==> src/rtl/vga_pkg.sv <==
// Shared constants, palette and FSM encoding for the VGA circle image path.
package vga_pkg;

   localparam int unsigned H_ACT_DEF = 640;
   localparam int unsigned V_ACT_DEF = 480;
   localparam int unsigned PIX_W     = 10;
   localparam int unsigned COLOR_W   = 16;

   localparam logic [PIX_W-1:0] PIX_INVALID = 10'h3ff;

   typedef logic [1:0] pal_idx_t;

   localparam logic [COLOR_W-1:0] PAL_EYE_GREEN = 16'hCF59;
   localparam logic [COLOR_W-1:0] PAL_RED       = 16'hF800;
   localparam logic [COLOR_W-1:0] PAL_GREEN     = 16'h07E0;
   localparam logic [COLOR_W-1:0] PAL_BLUE      = 16'h001F;

   typedef enum logic [2:0] {
      IDLE,
      WAIT,
      MOVE_X,
      MOVE_Y,
      COMMIT
   } state_t;

   // RGB565 colour for a palette slot
   function automatic logic [COLOR_W-1:0] pal_color(input pal_idx_t idx);
      case (idx)
         2'd0:    pal_color = PAL_EYE_GREEN;
         2'd1:    pal_color = PAL_RED;
         2'd2:    pal_color = PAL_GREEN;
         default: pal_color = PAL_BLUE;
      endcase
   endfunction

endpackage

==> src/rtl/vga_bounce_axis.sv <==
// One axis of the bouncing motion: next position and direction, clamped to [min, max].
module vga_bounce_axis
   import vga_pkg::*;
(
   input  logic [PIX_W-1:0] pos,
   input  logic             dir,
   input  logic [PIX_W-1:0] step,
   input  logic [PIX_W-1:0] min,
   input  logic [PIX_W-1:0] max,
   output logic [PIX_W-1:0] next_pos_c,
   output logic             next_dir_c
);

   localparam int unsigned AW = PIX_W + 1;

   logic [AW-1:0] pos_w;
   logic [AW-1:0] step_w;
   logic [AW-1:0] sum_w;
   logic [AW-1:0] lim_lo_w;

   // Extra bit keeps pos+step and min+step from wrapping
   assign pos_w    = AW'(pos);
   assign step_w   = AW'(step);
   assign sum_w    = pos_w + step_w;
   assign lim_lo_w = AW'(min) + step_w;

   always_comb begin
      next_pos_c = pos;
      next_dir_c = dir;
      if (dir) begin
         if (sum_w >= AW'(max)) begin
            next_pos_c = max;
            next_dir_c = 1'b0;
         end else begin
            next_pos_c = PIX_W'(sum_w);
         end
      end else begin
         if (pos_w <= lim_lo_w) begin
            next_pos_c = min;
            next_dir_c = 1'b1;
         end else begin
            next_pos_c = PIX_W'(pos_w - step_w);
         end
      end
   end

endmodule

==> src/rtl/vga_circle_ctrl.sv <==
// Per-frame controller for the circle image: bouncing centre and stepped palette colour.
module vga_circle_ctrl
   import vga_pkg::*;
#(
   parameter int unsigned H_ACT        = H_ACT_DEF,
   parameter int unsigned V_ACT        = V_ACT_DEF,
   parameter int unsigned RADIUS       = 100,
   parameter int unsigned STEP_X       = 2,
   parameter int unsigned STEP_Y       = 1,
   parameter int unsigned COLOR_FRAMES = 60
) (
   input  logic               clk,
   input  logic               rst_n,
   input  logic [PIX_W-1:0]   pix_x,
   input  logic [PIX_W-1:0]   pix_y,
   input  logic               en,
   output logic [PIX_W-1:0]   cx,
   output logic [PIX_W-1:0]   cy,
   output logic [6:0]         radius,
   output logic [COLOR_W-1:0] color,
   output logic               frame_tick
);

   localparam int unsigned XMIN   = RADIUS;
   localparam int unsigned XMAX   = H_ACT - 1 - RADIUS;
   localparam int unsigned YMIN   = RADIUS;
   localparam int unsigned YMAX   = V_ACT - 1 - RADIUS;
   localparam int unsigned X_RST  = H_ACT / 2;
   localparam int unsigned Y_RST  = V_ACT / 2;
   localparam int unsigned FCNT_W = (COLOR_FRAMES > 1) ? $clog2(COLOR_FRAMES) : 1;

   if (RADIUS >= 128) begin : g_radius_chk
      $error("vga_circle_ctrl: RADIUS must be below 128");
   end
   if (COLOR_FRAMES < 1) begin : g_frames_chk
      $error("vga_circle_ctrl: COLOR_FRAMES must be at least 1");
   end

   state_t            state, state_nxt;
   logic              fe;
   logic              dir_x, dir_y;
   logic [PIX_W-1:0]  sx;
   pal_idx_t          pal_idx;
   logic [FCNT_W-1:0] fcnt;
   logic [PIX_W-1:0]  nx_c, ny_c;
   logic              ndx_c, ndy_c;

   assign radius = 7'(RADIUS);

   vga_bounce_axis u_axis_x (
      .pos        (cx),
      .dir        (dir_x),
      .step       (PIX_W'(STEP_X)),
      .min        (PIX_W'(XMIN)),
      .max        (PIX_W'(XMAX)),
      .next_pos_c (nx_c),
      .next_dir_c (ndx_c)
   );

   vga_bounce_axis u_axis_y (
      .pos        (cy),
      .dir        (dir_y),
      .step       (PIX_W'(STEP_Y)),
      .min        (PIX_W'(YMIN)),
      .max        (PIX_W'(YMAX)),
      .next_pos_c (ny_c),
      .next_dir_c (ndy_c)
   );

   always_ff @(posedge clk) begin
      if (!rst_n) state <= IDLE;
      else        state <= state_nxt;
   end

   always_comb begin
      state_nxt = state;
      case (state)
         IDLE:    if (en) state_nxt = WAIT;
         WAIT: begin
            if (!en)     state_nxt = IDLE;
            else if (fe) state_nxt = MOVE_X;
         end
         MOVE_X:  state_nxt = MOVE_Y;
         MOVE_Y:  state_nxt = COMMIT;
         COMMIT:  state_nxt = WAIT;
         default: state_nxt = IDLE;
      endcase
   end

   // Outputs load on the MOVE_Y->COMMIT edge so they are visible together with frame_tick
   always_ff @(posedge clk) begin
      if (!rst_n) begin
         fe         <= 1'b0;
         cx         <= PIX_W'(X_RST);
         cy         <= PIX_W'(Y_RST);
         sx         <= PIX_W'(X_RST);
         dir_x      <= 1'b1;
         dir_y      <= 1'b1;
         pal_idx    <= 2'd0;
         fcnt       <= '0;
         color      <= PAL_EYE_GREEN;
         frame_tick <= 1'b0;
      end else begin
         fe <= (pix_x != PIX_INVALID) && (pix_y != PIX_INVALID) &&
               (pix_x == PIX_W'(H_ACT - 1)) && (pix_y == PIX_W'(V_ACT - 1));
         frame_tick <= 1'b0;
         case (state)
            MOVE_X: begin
               sx    <= nx_c;
               dir_x <= ndx_c;
            end
            MOVE_Y: begin
               dir_y      <= ndy_c;
               cx         <= sx;
               cy         <= ny_c;
               color      <= pal_color(pal_idx);
               frame_tick <= 1'b1;
               if (fcnt == FCNT_W'(COLOR_FRAMES - 1)) begin
                  fcnt    <= '0;
                  pal_idx <= pal_idx + 2'd1;
               end else begin
                  fcnt <= fcnt + FCNT_W'(1);
               end
            end
            default: ;
         endcase
      end
   end

endmodule

==> config.mk <==
export PLATFORM = sky130hd
export DESIGN_NAME = vga_circle_ctrl
export DESIGN_NICKNAME = d
export VERILOG_FILES = /design/src/rtl/vga_pkg.sv /design/src/rtl/vga_bounce_axis.sv /design/src/rtl/vga_circle_ctrl.sv
export SDC_FILE = /design/constraint.sdc
export NUM_CORES = 1
export LEC_CHECK = 0
export CELL_PAD_IN_SITES_DETAIL_PLACEMENT = 1
export CELL_PAD_IN_SITES_GLOBAL_PLACEMENT = 1
export CORE_UTILIZATION = 44
export CTS_CLUSTER_DIAMETER = 150
export CTS_CLUSTER_SIZE = 30
export DETAILED_ROUTE_END_ITERATION = 7
export PLACE_DENSITY = 0.81
export SYNTH_ARGS = -nofsm -noshare
export SYNTH_HDL_FRONTEND = slang
export SYNTH_HIERARCHICAL = 1
export SYNTH_SLANG_ARGS = --single-unit
==> constraint.sdc <==
create_clock -name clk -period 5.4 [get_ports clk]
set_input_delay 0.81 -clock clk [delete_from_list [all_inputs] [get_ports clk]]
set_output_delay 0.81 -clock clk [all_outputs]
set_load 0.005 [all_outputs]
==> summary.md <==
| Metric | Value |
|---|---|
| Required time of the worst setup path | 5630 ps |
| Die area | 14800 um^2 |
| Hold Path Sink | cx[2] |
| Residual DRC | 0 |
| Core ar. | 13900 um^2 |
| Worst-Margin Slew | 1030 ps |
| Fmax achieved | 232 MHz |
| Top FF cell, synth | dfxtp_1 |
| Synth Area per Inst | 7.89 um^2 |
| Skew-Pair Late Insertion Delay | 290 ps |
| Clk sinks | 51 |
| Initial Util | 45.3% |
| Initial DRC count | 181 |
| R2r startpoint | cy[1] |
| Pwr Total | 1140 uW |
| Post-DRT Antenna Nets | 0 |
| Gr ovfl total | 0 |
| Vias | 5806 |
| # fillers | 1822 |
| Post-route insts no fill | 1148 |
| Placed insts | 1140 |
| Slew headroom | 31.2% |
| Seq/Total Area, Yosys | 16.2% |
| Max clock buf depth | 2 |
| Netlist cell types | 80 |
| Cells after Synth | 800 |
| Standard-cell rows | 43 |
| Area Overhead vs Synth | 19.7% |
| Ys Warns | 6 |
| Setup bufs post-CTS | 0 |
| Drt wl/cell | 13.9 um |
| Largest stage delay on the critical path | 470 ps |
| CTS root buffer | clkbuf_16 |
| Chip Height | 122 um |
| Hold Path Origin | sx[2] |
| Peak supply drop | 0.115 mV |
| Vias in the first global route | 5829 |
| Critical path arrival | 4530 ps |
| Slew Viols, Final | 0 |
| Nets@finish | 1101 |
| Die width | 122 um |
| FF-to-FF path depth | 17 |
| CP Cell Sequence | inv_1 -> fa_1 -> o21ba_1 -> or4_4 -> and3_4 -> nor2_8 -> xnor2_1 -> ha_1 -> a21oi_1 -> nor2b_1 -> a2111oi_0 -> o21ai_2 -> a21o_1 -> or3_1 -> a211oi_2 -> nand2_1 -> a21oi_1 |
| Total Wirelength | 16000 um |
| Async S/R FF share, synth | 0% |
| Crit Reg-Reg Endpoint | cy[9] |
| Count of final setup violators | 0 |
| Largest net degree at the start of global routing | 37 |
| Io pins | 67 |
| Area after DPL | 7410 um^2 |
| Post_cts resized | 0 |
| Clk pin slew, worst setup/hold paths | 80 ps |
| Seq cells post-synth | 51 |
| Share of cells above drive strength 1 | 3.72% |
| Skew final | 8.22 ps |
| Post-route cell area | 7550 um^2 |
| 1st-pass router iterations | 4 |
| TritonCTS clock tree | done |
| TritonCTS Buffers | 5 |
| Worst hold path depth | 2 |
| CP max-delay cell | fa_1 |
| Cell mode on critical path | a21oi_1 |
| Max-cap check violation count | 0 |
| H-tree levels | 2 |
| R2R Setup Slk | 1090 ps |
| Routability congestion estimate | 0.799 |
| Crit path launch type | flop |
| Kind of critical path | flop to flop |
| Final period utilization | 79.7% |
| HPWL Detailed | 12800 um |
| Number of synthesized flops with an enable pin | 0 |
| Vias per std cell | 5.06 |
| Final hold violations | 0 |
| First-pass GRT wire length | 27400 um |
| Worst Hold Class | flop to flop |
| Buffers on Ports | 59 |
| Crit path max fanout | 6 |
| GRT Util Overall | 22.8% |
| N_diodes | 0 |
| Leak | 0.00352 uW |
| Power density over the cells | 151 nW/um^2 |
| TNS Setup | 0 ps |
| Post-CTS Hold Buffers | 0 |
| Synthesized area | 6310 um^2 |
| Minimum clock period | 4310 ps |
| RSZ-0062 raised after global routing | false |
| Worst setup EP type | flop |
| Outcome | finished, final reports clean |
| Initial antenna violation count | 0 |
## routing by layer
| metal | vias up | track usage (%) | routed length, um |
|---|---|---|---|
| met2 | 69 | 39.1 | 7400 |
| met1 | 2747 | 31.6 | 8070 |
| li1 | 2984 | - | - |
| met3 | 6 | 2.15 | 397 |
| met4 | 0 | 2.78 | 89 |
| met5 | - | 0 | 0 |
## state kept, by name (all words and copies together), names as in the netlist, 2 cells and up
register	cells
sx	10
pal_idx	2
fcnt	6
state	3
color	6
cy	10
cx	10
## critical path, delay by kind of cell (launching register included)
family | cells | cell delay [ps]
XOR/XNOR | 1 | 90
buffers and inverters | 1 | 130
flip-flops | 1 | 450
AO/OA/AOI/OAI | 7 | 1550
adder cells (fa/ha/maj) | 2 | 770
AND/OR/NAND/NOR | 6 | 1250
## logic make-up after synthesis
kind of cell	count (synthesis)	share of synthesized area (%)
compound gates	183	20.0
xor+xnor	42	5.83
fa+ha+maj	111	22.7
buf+inv	115	8.57
flops	51	16.2
mux	42	6.78
other cells	2	0.119
simple gates	254	19.8
## report_power, final
group	leakage, uW	total, uW	switching, uW	internal (uW)
logic	0.00304	439	243	196
registers	0.000411	378	1.42	376
clock network	0.0000740	327	154	173
total	0.00352	1140	399	744
## synth_stat cells (12+ instances only)
master,number,area (um^2)
nand3_1,20,100
nand2_1,99,372
xor2_1,16,140
mux2i_1,39,390
nor3_1,15,75.1
inv_1,66,248
nor2b_1,20,125
ha_1,105,1310
buf_4,18,135
o21ai_0,15,75.1
clkbuf_1,15,56.3
a21o_1,12,90.1
a21oi_1,79,395
xnor2_1,26,228
dfxtp_1,51,1020
nor2_1,49,184
## stage by stage
step                util [%]  hold slack, ps  setup slack (ps)
detailed placement      53.2             450              1160
global route            54.2             495               811
floorplan                  -             432              1460
global placement        53.2             439              1260
finish                  54.2             460              1090
CTS                     54.2             464              1120
## layout make-up
cell class | count | area, um^2 | share of cell area (%)
timing repair buffer | 62 | 613 | 8.12
multi-input combinational | 779 | 5290 | 70.1
inverter | 68 | 255 | 3.38
clock buffer | 5 | 125 | 1.66
clock inverter | 3 | 18.8 | 0.249
tap | 180 | 225 | 2.98
sequential | 51 | 1020 | 13.5
## worst max path at each step
stage                     start     to  cells after the start
after floorplan           cy[1]  cy[9]                     17
after global placement    cy[1]  cy[9]                     17
after detailed placement  cy[1]  cy[9]                     17
after CTS                 cy[1]  cy[9]                     17
after global routing      cy[1]  cy[9]                     17
final                     cy[1]  cy[9]                     17
## placed cells by master (no fill, tap or decap), drive strengths merged, types with 7 or more instances in the layout
master,synthesis,layout
a211oi,10,10
a21o,12,12
a21oi,82,82
clkdlybuf4s50,0,59
conb,2,147
dfxtp,51,51
ha,105,105
inv,66,67
mux2i,39,39
nand2,99,99
nand2b,8,8
nand3,20,20
nor2,51,51
nor2b,20,20
nor3,15,15
nor4,7,7
o211ai,8,8
o21ai,18,18
o21bai,7,7
xnor2,26,26
xor2,16,16
Note: power is estimated with default switching activity, not from simulation.
